===== config.mk =====
export PLATFORM = sky130hd
export DESIGN_NAME = pwm_fade_sequencer
export DESIGN_NICKNAME = d
export VERILOG_FILES = /design/src/rtl/pwm_pkg.sv /design/src/rtl/pwm_period_timer.sv /design/src/rtl/pwm_fade_sequencer.sv
export SDC_FILE = /design/constraint.sdc
export NUM_CORES = 1
export LEC_CHECK = 0
export CORE_MARGIN = 8
export CORE_UTILIZATION = 32
export DETAILED_ROUTE_END_ITERATION = 8
export GPL_TIMING_DRIVEN = 0
export HOLD_SLACK_MARGIN = 0.02
export SLEW_MARGIN = 20
export SYNTH_ARGS = -nofsm -noshare
export SYNTH_HDL_FRONTEND = slang
export SYNTH_SLANG_ARGS = --single-unit

===== constraint.sdc =====
create_clock -name clk -period 8.4 [get_ports clk]
set_clock_uncertainty 0.2 [all_clocks]
set_input_delay 2.1 -clock clk [delete_from_list [all_inputs] [get_ports clk]]
set_output_delay 2.1 -clock clk [all_outputs]
set_load 0.01 [all_outputs]

===== src/rtl/pwm_pkg.sv =====
// Shared PWM-domain definitions: duty width, default period length, sequencer states
// and the linear-step / gamma helper functions.
package pwm_pkg;

    localparam int DUTY_W                    = 8;
    localparam int PWM_PERIOD_CYCLES_DEFAULT = 500000;

    typedef logic [DUTY_W-1:0] duty_t;

    typedef enum logic {
        IDLE = 1'b0,
        RAMP = 1'b1
    } state_e;

    // Move cur toward tgt by min(step, |tgt - cur|); the 9-bit math cannot overshoot or wrap.
    function automatic duty_t step_toward(input duty_t cur, input duty_t tgt, input duty_t step);
        logic [DUTY_W:0] diff;
        logic [DUTY_W:0] delta;
        logic [DUTY_W:0] res;
        diff  = (tgt >= cur) ? ({1'b0, tgt} - {1'b0, cur}) : ({1'b0, cur} - {1'b0, tgt});
        delta = ({1'b0, step} < diff) ? {1'b0, step} : diff;
        res   = (tgt >= cur) ? ({1'b0, cur} + delta) : ({1'b0, cur} - delta);
        return duty_t'(res);
    endfunction

    // Quadratic perceptual curve; the +255 rounding keeps 255 mapped to 255.
    function automatic duty_t gamma_map(input duty_t lin);
        logic [2*DUTY_W-1:0] sq;
        sq = {{DUTY_W{1'b0}}, lin} * {{DUTY_W{1'b0}}, lin} + 16'd255;
        return duty_t'(sq >> DUTY_W);
    endfunction

endpackage


===== src/rtl/pwm_period_timer.sv =====
// Free-running PWM period counter with a registered tick on the last clk of each period.
module pwm_period_timer
    import pwm_pkg::*;
#(
    parameter int PERIOD_CYCLES = PWM_PERIOD_CYCLES_DEFAULT,
    parameter int CNT_W         = 19
) (
    input  logic clk,
    input  logic rst_n,
    output logic period_tick
);

    localparam logic [CNT_W-1:0] LAST     = CNT_W'(PERIOD_CYCLES - 1);
    localparam logic [CNT_W-1:0] PRE_LAST = CNT_W'(PERIOD_CYCLES - 2);

    logic [CNT_W-1:0] cnt_q, cnt_d;
    logic             tick_q, tick_d;

    // The tick is registered, so it is raised one count early to coincide with LAST.
    always_comb begin
        cnt_d  = (cnt_q == LAST) ? '0 : cnt_q + 1'b1;
        tick_d = (cnt_q == PRE_LAST);
    end

    // NOTE: sequential state uses non-blocking assignments so every flop samples pre-edge values.
    always_ff @(posedge clk or negedge rst_n) begin
        if (!rst_n) begin
            cnt_q  <= '0;
            tick_q <= 1'b0;
        end else begin
            cnt_q  <= cnt_d;
            tick_q <= tick_d;
        end
    end

    assign period_tick = tick_q;

endmodule


===== src/rtl/pwm_fade_sequencer.sv =====
// Linear duty-cycle fader for the PWM generator; updates land only on period boundaries.
// Optional PWM_FADE_GAMMA_EN adds a registered quadratic mapping on the duty output.
module pwm_fade_sequencer
    import pwm_pkg::*;
#(
    parameter int PERIOD_CYCLES = PWM_PERIOD_CYCLES_DEFAULT,
    parameter int CNT_W         = 19
) (
    input  logic              clk,
    input  logic              rst_n,
    input  logic              cmd_valid,
    output logic              cmd_ready,
    input  logic [DUTY_W-1:0] cmd_target,
    input  logic [DUTY_W-1:0] cmd_step,
    input  logic [DUTY_W-1:0] cmd_periods,
    input  logic              abort,
    output logic [DUTY_W-1:0] duty_cycle,
    output logic              period_tick,
    output logic              busy,
    output logic              done
);

    state_e state_q, state_d;
    duty_t  lin_q, lin_d;
    duty_t  tgt_q, tgt_d;
    duty_t  step_q, step_d;
    duty_t  per_q, per_d;
    duty_t  ivl_q, ivl_d;
    logic   done_q, done_d;
    logic   busy_q, busy_d;
    logic   ready_q, ready_d;
    duty_t  next_lin;

    pwm_period_timer #(
        .PERIOD_CYCLES (PERIOD_CYCLES),
        .CNT_W         (CNT_W)
    ) u_timer (
        .clk         (clk),
        .rst_n       (rst_n),
        .period_tick (period_tick)
    );

    assign next_lin = step_toward(lin_q, tgt_q, step_q);

    // NOTE: every _d gets its hold value first, so no path through the case can infer a latch.
    always_comb begin
        state_d = state_q;
        lin_d   = lin_q;
        tgt_d   = tgt_q;
        step_d  = step_q;
        per_d   = per_q;
        ivl_d   = ivl_q;
        done_d  = 1'b0;
        busy_d  = busy_q;
        ready_d = ready_q;

        case (state_q)
            IDLE: begin
                if (cmd_valid && ready_q) begin
                    tgt_d  = cmd_target;
                    step_d = (cmd_step == '0)    ? duty_t'(1) : cmd_step;
                    per_d  = (cmd_periods == '0) ? duty_t'(1) : cmd_periods;
                    ivl_d  = '0;
                    if (cmd_target != lin_q) begin
                        state_d = RAMP;
                        busy_d  = 1'b1;
                        ready_d = 1'b0;
                    end else begin
                        done_d = 1'b1;
                    end
                end
            end
            RAMP: begin
                // Abort takes priority over an update due on the same tick.
                if (abort) begin
                    state_d = IDLE;
                    busy_d  = 1'b0;
                    ready_d = 1'b1;
                end else if (period_tick) begin
                    if (ivl_q == per_q - 1'b1) begin
                        lin_d = next_lin;
                        ivl_d = '0;
                        if (next_lin == tgt_q) begin
                            state_d = IDLE;
                            done_d  = 1'b1;
                            busy_d  = 1'b0;
                            ready_d = 1'b1;
                        end
                    end else begin
                        ivl_d = ivl_q + 1'b1;
                    end
                end
            end
            default: begin
                state_d = IDLE;
                busy_d  = 1'b0;
                ready_d = 1'b1;
            end
        endcase
    end

    always_ff @(posedge clk or negedge rst_n) begin
        if (!rst_n) begin
            state_q <= IDLE;
            lin_q   <= '0;
            tgt_q   <= '0;
            step_q  <= duty_t'(1);
            per_q   <= duty_t'(1);
            ivl_q   <= '0;
            done_q  <= 1'b0;
            busy_q  <= 1'b0;
            ready_q <= 1'b1;
        end else begin
            state_q <= state_d;
            lin_q   <= lin_d;
            tgt_q   <= tgt_d;
            step_q  <= step_d;
            per_q   <= per_d;
            ivl_q   <= ivl_d;
            done_q  <= done_d;
            busy_q  <= busy_d;
            ready_q <= ready_d;
        end
    end

    assign busy      = busy_q;
    assign cmd_ready = ready_q;

`ifdef PWM_FADE_GAMMA_EN
    duty_t duty_q, duty_d;
    logic  done_out_q, done_out_d;

    // done is delayed alongside the mapped duty so both appear in the same cycle.
    always_comb begin
        duty_d     = gamma_map(lin_q);
        done_out_d = done_q;
    end

    always_ff @(posedge clk or negedge rst_n) begin
        if (!rst_n) begin
            duty_q     <= '0;
            done_out_q <= 1'b0;
        end else begin
            duty_q     <= duty_d;
            done_out_q <= done_out_d;
        end
    end

    assign duty_cycle = duty_q;
    assign done       = done_out_q;
`else
    assign duty_cycle = lin_q;
    assign done       = done_q;
`endif

endmodule

==> results of run 1 <==
-- worst paths after layout --
| kind | start | end | cells after the start |
|---|---|---|---|
| min in group asynchronous | rst_n | per_q[2] | 1 |
| hold / removal | u_timer.cnt_q[4] | u_timer.cnt_q[4] | 1 |
| setup / recovery | duty_cycle[7] | busy | 31 |
| max in group asynchronous | rst_n | cmd_ready | 2 |
| hold reg to reg | u_timer.cnt_q[4] | u_timer.cnt_q[4] | 1 |
| setup reg to reg | duty_cycle[7] | busy | 31 |
-- area by class of cell --
cell class | instances | area [um^2]
plain buffers | 13 | 68.82
clock buffers | 13 | 260.3
clock inverters | 3 | 17.52
fillers | 1403 | 8836
inverters | 35 | 131.4
multi-input cells | 384 | 2914
flip-flops and latches | 64 | 1605
well taps | 184 | 230.2
repair buffers | 40 | 415.4
-- layer usage --
layer,vias to the layer above,wire [um]
met1,1858,5213
met3,12,366
li1,1844,-
met4,0,130
met5,-,0
met2,62,5817
-- kinds of logic after synthesis --
group / after synthesis / share of synthesized area [%]
adder cells (fa/ha/maj): 37 / 10.27
XOR/XNOR: 66 / 12.55
flip-flops: 64 / 34.05
buffers and inverters: 48 / 4.220
AND/OR/NAND/NOR: 146 / 16.35
AO/OA/AOI/OAI: 98 / 13.75
multiplexers: 37 / 8.811
-- cells in the mapped netlist (all sizes together) (5+ instances only) --
master / count
nor2b: 5
mux2: 30
xor2: 23
nand2b: 10
mux2i: 7
ha: 33
nand4: 8
and2: 5
nor2: 33
a21boi: 5
and3: 12
xnor2: 42
nand3: 20
nor3: 5
o21ai: 29
a211oi: 5
clkbuf: 9
nor4: 5
nand2: 28
a21oi: 24
dfrtp: 61
a21o: 7
inv: 35
o31ai: 5
-- critical path: cells and delay by family, from the launching register on --
kind,cells,cell delay (ns)
buf+inv,3,0.45
compound gates,13,2.64
mux,2,0.61
simple gates,6,1.35
fa+ha+maj,4,1.31
flops,1,0.50
xor+xnor,3,0.71
-- registers in the layout (all words and copies together), names as in the netlist, 8 cells and up --
signal,count
duty_cycle,8
ivl_q,8
per_q,8
step_q,8
tgt_q,8
u_timer.cnt_q,19
-- power by group through the flow --
| stage | clock, W | sequential (W) | combinational (W) |
|---|---|---|---|
| 2_1_floorplan | 0 | 0.000314 | 0.00000262 |
| 3_3_place_gp | 0 | 0.000314 | 0.0000245 |
| 3_5_place_dp | 0 | 0.000314 | 0.0000264 |
| 4_1_cts | 0.000352 | 0.000309 | 0.0000266 |
| 5_1_grt | 0.000368 | 0.000308 | 0.0000283 |
| 6_report | 0.000342 | 0.000309 | 0.0000257 |
-- through the flow --
stage	power, W	instance area [um^2]	hold WS [ns]	util [%]
after floorplan	0.0003167	4715	0.2380	-
after global placement	0.0003385	5335	0.2566	36.85
after detailed placement	0.0003404	5360	0.2811	37.02
after CTS	0.0006873	5638	0.2922	38.94
after global routing	0.0007044	5643	0.2955	38.97
final	0.0006767	5643	0.2854	38.97
==> flow_summary.html, run 1 <==
<table>
<tr><th>Metric</th><th>Value</th></tr>
<tr><th colspan="2">Global route</th></tr>
<tr><td>Pin count of the biggest net entering global routing</td><td>47</td></tr>
<tr><td>Initial antenna violation count</td><td>0</td></tr>
<tr><td>Met1 GRT Util</td><td>around 16%</td></tr>
<tr><td>First-pass GRT wire length</td><td>approximately 19000 um</td></tr>
<tr><td>Grt total ovfl</td><td>0</td></tr>
<tr><td>GRT Total Usage</td><td>approximately an eighth</td></tr>
<tr><td>Met3 layer usage reported by global route</td><td>under 10%</td></tr>
<tr><td>Most heavily used metal layer in global routing</td><td>met2</td></tr>
<tr><td>Met2 Resource Use GR</td><td>21.55%</td></tr>
<tr><td>Number of global-route vias before repair</td><td>around 3800</td></tr>
<tr><th colspan="2">Drt</th></tr>
<tr><td>Total via count in the routed design</td><td>~3800</td></tr>
<tr><td>Vias per Instance</td><td>slightly above 5</td></tr>
<tr><td>First-iteration detailed-routing DRC count</td><td>approximately 200</td></tr>
<tr><td>Routed wire length</td><td>around 12000 um</td></tr>
<tr><td>Residual DRC</td><td>0</td></tr>
<tr><td>Number of optimization iterations in the first detailed-route pass</td><td>4</td></tr>
<tr><td>Number of routed nets with antenna violations</td><td>0</td></tr>
<tr><td>Routed wire per std cell</td><td>around 16 um</td></tr>
<tr><th colspan="2">Placed design</th></tr>
<tr><td>HPWL after detailed placement</td><td>slightly above 9000 um</td></tr>
<tr><td>Routability congestion estimate</td><td>0.8157</td></tr>
<tr><td># port buffers</td><td>39</td></tr>
<tr><td>Worst slack at placement</td><td>0.4460 ns</td></tr>
<tr><td>Placed Cells</td><td>720</td></tr>
<tr><th colspan="2">Setup path</th></tr>
<tr><td>Biggest cell delay along the critical path</td><td>~0.50 ns</td></tr>
<tr><td>Required time of the critical path</td><td>8.41 ns</td></tr>
<tr><td>Startpoint type of the worst setup path</td><td>flip-flop</td></tr>
<tr><td>Slowest cell on the critical path</td><td>dfrtp_1</td></tr>
<tr><td>Sort of element at the end of the critical path</td><td>flip-flop</td></tr>
<tr><td>Slack of the worst reg-to-reg path</td><td>around 0.52 ns</td></tr>
<tr><td>Data arrival at the endpoint of the critical path</td><td>between 7 and 8 ns</td></tr>
<tr><td>Category of the critical setup timing path</td><td>reg2reg</td></tr>
<tr><td>Biggest fanout along the worst timing path</td><td>10</td></tr>
<tr><th colspan="2">Die</th></tr>
<tr><td>Die Outline Area</td><td>roughly 0.019 mm^2</td></tr>
<tr><td># IOs</td><td>40</td></tr>
<tr><td>Initial core utilization</td><td>32.56%</td></tr>
<tr><td>Core area</td><td>between 0.01 and 0.015 mm^2</td></tr>
<tr><td>Overall die width</td><td>roughly 140 um</td></tr>
<tr><td>Number of cell rows</td><td>44</td></tr>
<tr><td>Overall die height</td><td>137.4 um</td></tr>
<tr><th colspan="2">STA</th></tr>
<tr><td>Slew at the pin closest to its max-slew limit</td><td>approximately 0.68 ns</td></tr>
<tr><td>Final critical path time including I/O delays and setup</td><td>7.882 ns</td></tr>
<tr><td>Number of endpoints with negative hold slack in the final report</td><td>0</td></tr>
<tr><td>Final setup slack of the worst path</td><td>0.5178 ns</td></tr>
<tr><td>Highest attainable clock frequency</td><td>around 130 MHz</td></tr>
<tr><td>Final-layout setup total negative slack</td><td>0 ns</td></tr>
<tr><td>Remaining max-slew budget at the tightest pin</td><td>a little over half</td></tr>
<tr><td>Setup repair after global routing missed its margin</td><td>false</td></tr>
<tr><td>Slew Limit Fails</td><td>0</td></tr>
<tr><td>Share of the clock period used by the worst path after layout</td><td>between 90 and 100%</td></tr>
<tr><td>Number of setup violations in the final report</td><td>0</td></tr>
<tr><th colspan="2">Synth</th></tr>
<tr><td>Fraction of the yosys area taken by sequential cells</td><td>between 30% and 40%</td></tr>
<tr><td>Post-Syn Area</td><td>0.004715 mm^2</td></tr>
<tr><td>Unique cell type count in the Yosys netlist</td><td>just under 60</td></tr>
<tr><td>Number of flops mapped to enable cells by yosys</td><td>0</td></tr>
<tr><td>Avg Synthesized Cell Area</td><td>9.505 um^2</td></tr>
<tr><td>Async SR Flop Fraction</td><td>100.0%</td></tr>
<tr><td>Synth Instances</td><td>about 500</td></tr>
<tr><td>Warnings, synthesis</td><td>0</td></tr>
<tr><td>Synth top area share</td><td>between 30% and 40%</td></tr>
<tr><td>Synth area leaders</td><td>dfrtp_1, ha_1, xnor2_1</td></tr>
<tr><td>Number of flip-flops and latches in the synthesized netlist</td><td>64</td></tr>
<tr><td>Syn_nets</td><td>560</td></tr>
<tr><td>Area leader, netlist</td><td>dfrtp_1</td></tr>
<tr><td>Most used DFF post-synth</td><td>dfrtp_1</td></tr>
<tr><th colspan="2">Pwr</th></tr>
<tr><td>Flop pwr share</td><td>between 40% and 50%</td></tr>
<tr><td>Internal cell power</td><td>approximately 0.00054 W</td></tr>
<tr><td>Net switching power of the design</td><td>~0.00014 W</td></tr>
<tr><td>Clock network power share</td><td>50.6%</td></tr>
<tr><td>Pwr Density</td><td>119.9 mW/mm^2</td></tr>
<tr><td>Max VDD drop</td><td>101.8 uV</td></tr>
<tr><td>Static leakage</td><td>2.514 nW</td></tr>
<tr><td>Combinational power share</td><td>about 3.8%</td></tr>
<tr><td>Sw Ratio</td><td>between 20% and 30%</td></tr>
<tr><th colspan="2">Clocking</th></tr>
<tr><td>Post-CTS sizing</td><td>0</td></tr>
<tr><td>CTS sink cnt</td><td>64</td></tr>
<tr><td>Clock latency on the worst-skew pair</td><td>0.32 ns</td></tr>
<tr><td>Clock tree from TritonCTS</td><td>done</td></tr>
<tr><td>Clock root buffer master</td><td>clkbuf_16</td></tr>
<tr><td>Count of buffers added by post-CTS timing repair for setup</td><td>0</td></tr>
<tr><td>Clock-pin slew on the worst setup and hold paths</td><td>approximately 0.05 ns</td></tr>
<tr><td>Count of H-tree levels built during CTS</td><td>3</td></tr>
<tr><td>Buffers from clock root to sink, at most</td><td>2</td></tr>
<tr><td>Clock buffers created by TritonCTS</td><td>9</td></tr>
<tr><td>Cts hold-fix bufs</td><td>0</td></tr>
<tr><th colspan="2">Layout</th></tr>
<tr><td>Highest-count cells in the layout ignoring fill and taps</td><td>dfrtp_1, xnor2_1, clkdlybuf4s50_1</td></tr>
<tr><td>Count of non-filler cells in the finished layout</td><td>approximately 740</td></tr>
<tr><td>Diode count</td><td>0</td></tr>
<tr><td>Leading cell type in the layout, fill and taps excluded</td><td>dfrtp_1</td></tr>
<tr><td>Share of final-layout standard cells stronger than drive strength 1</td><td>between 10% and 20%</td></tr>
<tr><td>Final Net Count</td><td>~610</td></tr>
<tr><td>P&amp;R area growth vs syn</td><td>19.69%</td></tr>
<tr><th colspan="2">Outcome</th></tr>
<tr><td>Outcome</td><td>finished, final reports clean</td></tr>
<tr><th colspan="2">Job</th></tr>
<tr><td>Maxcap violations</td><td>0</td></tr>
<tr><th colspan="2">Worst hold path</th></tr>
<tr><td>Classification of the worst-slack hold path</td><td>reg2reg</td></tr>
</table>
No activity file was read; power rests on OpenSTA's default activity.
==> run 2: changes to the inputs <==
SKIP_LAST_GASP = 1   (was unset)
==> results of run 2 <==
The final DEF is identical to that of run 1; final timing and power are the same.
==> run 3: changes to the inputs <==
CORE_UTILIZATION = 25   (was 32)
==> flow_summary.html, run 3 (synthesized netlist as in run 1, its figures left out) <==
<table>
<tr><th>Metric</th><th>Value</th></tr>
<tr><th colspan="2">Clocking</th></tr>
<tr><td>Buffers from clock root to sink, at most</td><td>2 (unchanged)</td></tr>
<tr><td>Clock tree from TritonCTS</td><td>done</td></tr>
<tr><td>Count of buffers added by post-CTS timing repair for setup</td><td>0 (unchanged)</td></tr>
<tr><td>CTS sink cnt</td><td>64 (unchanged)</td></tr>
<tr><td>Clock root buffer master</td><td>clkbuf_16</td></tr>
<tr><td>Clock-pin slew on the worst setup and hold paths</td><td>0.05 ns (about the same)</td></tr>
<tr><td>Clock latency on the worst-skew pair</td><td>0.33 ns (about the same)</td></tr>
<tr><td>Clock buffers created by TritonCTS</td><td>9 (unchanged)</td></tr>
<tr><td>Count of H-tree levels built during CTS</td><td>3 (unchanged)</td></tr>
<tr><th colspan="2">Pwr</th></tr>
<tr><td>Pwr Density</td><td>122.3 mW/mm^2 (+2.0%)</td></tr>
<tr><td>Static leakage</td><td>2.514 nW (about the same)</td></tr>
<tr><td>Max VDD drop</td><td>109.9 uV (+8.0%)</td></tr>
<tr><th colspan="2">Layout</th></tr>
<tr><td>Reg with most FFs</td><td>u_timer.cnt_q</td></tr>
<tr><td>Leading cell type in the layout, fill and taps excluded</td><td>dfrtp_1</td></tr>
<tr><td>Final Net Count</td><td>611 (unchanged)</td></tr>
<tr><td>P&amp;R area growth vs syn</td><td>21.02%</td></tr>
<tr><td>Filler Cell Count</td><td>1872 (+33%)</td></tr>
<tr><td>Combined flip-flop and latch cell area</td><td>0.001605 mm^2 (unchanged)</td></tr>
<tr><td>Highest-count cells in the layout ignoring fill and taps</td><td>dfrtp_1, xnor2_1, clkdlybuf4s50_1</td></tr>
<tr><td>Diode count</td><td>0 (unchanged)</td></tr>
<tr><td>Multi-input gate area in the final layout</td><td>0.002914 mm^2 (unchanged)</td></tr>
<tr><td>Number of flip-flops under the largest register name</td><td>19 (unchanged)</td></tr>
<tr><td>Share of final-layout standard cells stronger than drive strength 1</td><td>11.25% (+0.020 points)</td></tr>
<tr><th colspan="2">STA</th></tr>
<tr><td>Final critical path time including I/O delays and setup</td><td>7.858 ns (-0.02374 ns)</td></tr>
<tr><td>Slew at the pin closest to its max-slew limit</td><td>0.7099 ns (+0.03258 ns)</td></tr>
<tr><td>Share of the clock period used by the worst path after layout</td><td>93.55% (-0.28 points)</td></tr>
<tr><td>Highest attainable clock frequency</td><td>127.3 MHz (+0.30%)</td></tr>
<tr><td>Number of endpoints with negative hold slack in the final report</td><td>0 (unchanged)</td></tr>
<tr><td>Slew Limit Fails</td><td>0 (unchanged)</td></tr>
<tr><td>Final-layout setup total negative slack</td><td>0 ns (unchanged)</td></tr>
<tr><td>Remaining max-slew budget at the tightest pin</td><td>52.67% (-2.2 points)</td></tr>
<tr><td>Final setup slack of the worst path</td><td>0.5416 ns (+0.02374 ns)</td></tr>
<tr><td>Number of setup violations in the final report</td><td>0 (unchanged)</td></tr>
<tr><td>Setup repair after global routing missed its margin</td><td>false</td></tr>
<tr><th colspan="2">Setup path</th></tr>
<tr><td>Crit-path leading delay family</td><td>compound AO/OA/AOI/OAI gates</td></tr>
<tr><td>Startpoint type of the worst setup path</td><td>flip-flop</td></tr>
<tr><td>Sort of element at the end of the critical path</td><td>flip-flop</td></tr>
<tr><td>Buffer and inverter count on the worst path</td><td>4 (+1)</td></tr>
<tr><td>Most frequent cell on the critical path</td><td>ha_1</td></tr>
<tr><td>Category of the critical setup timing path</td><td>reg2reg</td></tr>
<tr><td>Slack of the worst reg-to-reg path</td><td>0.54 ns (+0.02 ns)</td></tr>
<tr><td>Required time of the critical path</td><td>8.41 ns (about the same)</td></tr>
<tr><td>Data arrival at the endpoint of the critical path</td><td>7.87 ns (-0.02 ns)</td></tr>
<tr><td>Worst setup path start</td><td>duty_cycle[6]</td></tr>
<tr><td>Critical register-to-register path startpoint</td><td>duty_cycle[6]</td></tr>
<tr><td>Biggest fanout along the worst timing path</td><td>10 (unchanged)</td></tr>
<tr><td>Slowest cell on the critical path</td><td>dfrtp_1</td></tr>
<tr><td>Biggest cell delay along the critical path</td><td>0.50 ns (about the same)</td></tr>
<tr><th colspan="2">Worst hold path</th></tr>
<tr><td>Hold Startpoint</td><td>u_timer.cnt_q[4]</td></tr>
<tr><td>Classification of the worst-slack hold path</td><td>reg2reg</td></tr>
<tr><th colspan="2">Drt</th></tr>
<tr><td>First-iteration detailed-routing DRC count</td><td>148 (-27%)</td></tr>
<tr><td>Routed wire per std cell</td><td>14.51 um (-7.3%)</td></tr>
<tr><td>Routed wire length</td><td>11390 um (-1.2%)</td></tr>
<tr><td>Number of optimization iterations in the first detailed-route pass</td><td>4 (unchanged)</td></tr>
<tr><td>Number of routed nets with antenna violations</td><td>0 (unchanged)</td></tr>
<tr><td>Residual DRC</td><td>0 (unchanged)</td></tr>
<tr><td>Vias per Instance</td><td>4.697 (-8.5%)</td></tr>
<tr><td>Total via count in the routed design</td><td>3687 (-2.4%)</td></tr>
<tr><th colspan="2">Outcome</th></tr>
<tr><td>Outcome</td><td>finished, final reports clean</td></tr>
<tr><th colspan="2">Placed design</th></tr>
<tr><td>Routability congestion estimate</td><td>0.7727 (-5.3%)</td></tr>
<tr><td>Worst slack at placement</td><td>0.5214 ns (+0.07539 ns)</td></tr>
<tr><td># port buffers</td><td>39 (unchanged)</td></tr>
<tr><td>HPWL after detailed placement</td><td>8936 um (-1.5%)</td></tr>
<tr><th colspan="2">Global route</th></tr>
<tr><td>First-pass GRT wire length</td><td>19440 um (+1.6%)</td></tr>
<tr><td>GRT Total Usage</td><td>10.09% (-2.7 points)</td></tr>
<tr><td>Number of global-route vias before repair</td><td>3816 (-0.55%)</td></tr>
<tr><td>Pin count of the biggest net entering global routing</td><td>43 (-8.5%)</td></tr>
<tr><td>Initial antenna violation count</td><td>1 (+1)</td></tr>
<tr><td>Grt total ovfl</td><td>0 (unchanged)</td></tr>
<tr><th colspan="2">Die</th></tr>
<tr><td>Overall die width</td><td>153.3 um (+12%)</td></tr>
<tr><td># IOs</td><td>40 (unchanged)</td></tr>
<tr><td>Overall die height</td><td>153.3 um (+12%)</td></tr>
<tr><td>Initial core utilization</td><td>25.37% (-7.2 points)</td></tr>
<tr><td>Number of cell rows</td><td>50 (+14%)</td></tr>
<tr><td>Die Outline Area</td><td>0.02351 mm^2 (+25%)</td></tr>
<tr><td>Core area</td><td>0.01858 mm^2 (+28%)</td></tr>
<tr><th colspan="2">Job</th></tr>
<tr><td>Maxcap violations</td><td>0 (unchanged)</td></tr>
</table>
[run 3: cell count changes in the layout (fill, tap and decap cells not counted), sizes merged]
cell | before | now
clkbuf | 22 | 18
bufinv | 0 | 1
clkinv | 2 | 4
[run 3: worst register-to-register path, delay by kind of cell (launching register included)]
family          cells  cell delay (ns)
compound gates     11             2.47
simple gates        7             1.36
fa+ha+maj           4             1.13
buf+inv             4             0.77
xor+xnor            3             0.69
mux                 2             0.64
flops               1             0.50
[run 3: what timing repair did]
action,CTS,global route
hold buffers,0,0
gates resized for setup,0,1
setup endpoints to repair,0,2
[run 3: worst paths after layout]
check,depth (start not counted),endpoint
min in group asynchronous,1,u_timer.cnt_q[1]
worst max register to register,31,busy
worst min-delay path,1,u_timer.cnt_q[4]
worst min register to register,1,u_timer.cnt_q[4]
worst max-delay path,31,busy
max in group asynchronous,2,step_q[0]
[run 3: metrics by stage]
stage	std cells	hold WS, ns	area [um^2]	utilization, %	power (W)
after detailed placement	770	0.2581	5415	29.14	0.0003397
after CTS	785	0.2696	5702	30.69	0.0007047
after global placement	769	0.2598	5398	29.05	0.0003386
after global routing	785	0.2893	5705	30.71	0.0007207
final	785	0.2678	5705	30.71	0.0006976
after floorplan	496	0.2380	4715	-	0.0003167
[run 3: where the power goes]
part	internal, W	total [W]	switching, W
Clock	0.000227	0.000364	0.000138
Sequential	0.000309	0.000309	0
Combinational	0.0000136	0.0000249	0.0000112
Total	0.000549	0.000698	0.000149
[run 3: layer usage]
| metal | track usage, % | vias up | routed length (um) |
|---|---|---|---|
| met5 | 0 | - | 9 |
| met4 | 3.911 | 2 | 170 |
| met3 | 2.199 | 15 | 371 |
| met2 | 17.04 | 44 | 5592 |
| li1 | - | 1853 | - |
| met1 | 12.31 | 1773 | 5248 |
[run 3: final cells by class]
class	count	share of cell area (%)
buffer	13	1.184
clock buffer	9	3.947
clock inverter	6	1.075
inverter	35	2.303
multi-input combinational	384	51.07
sequential	64	28.14
tap	234	5.132
timing repair buffer	40	7.149
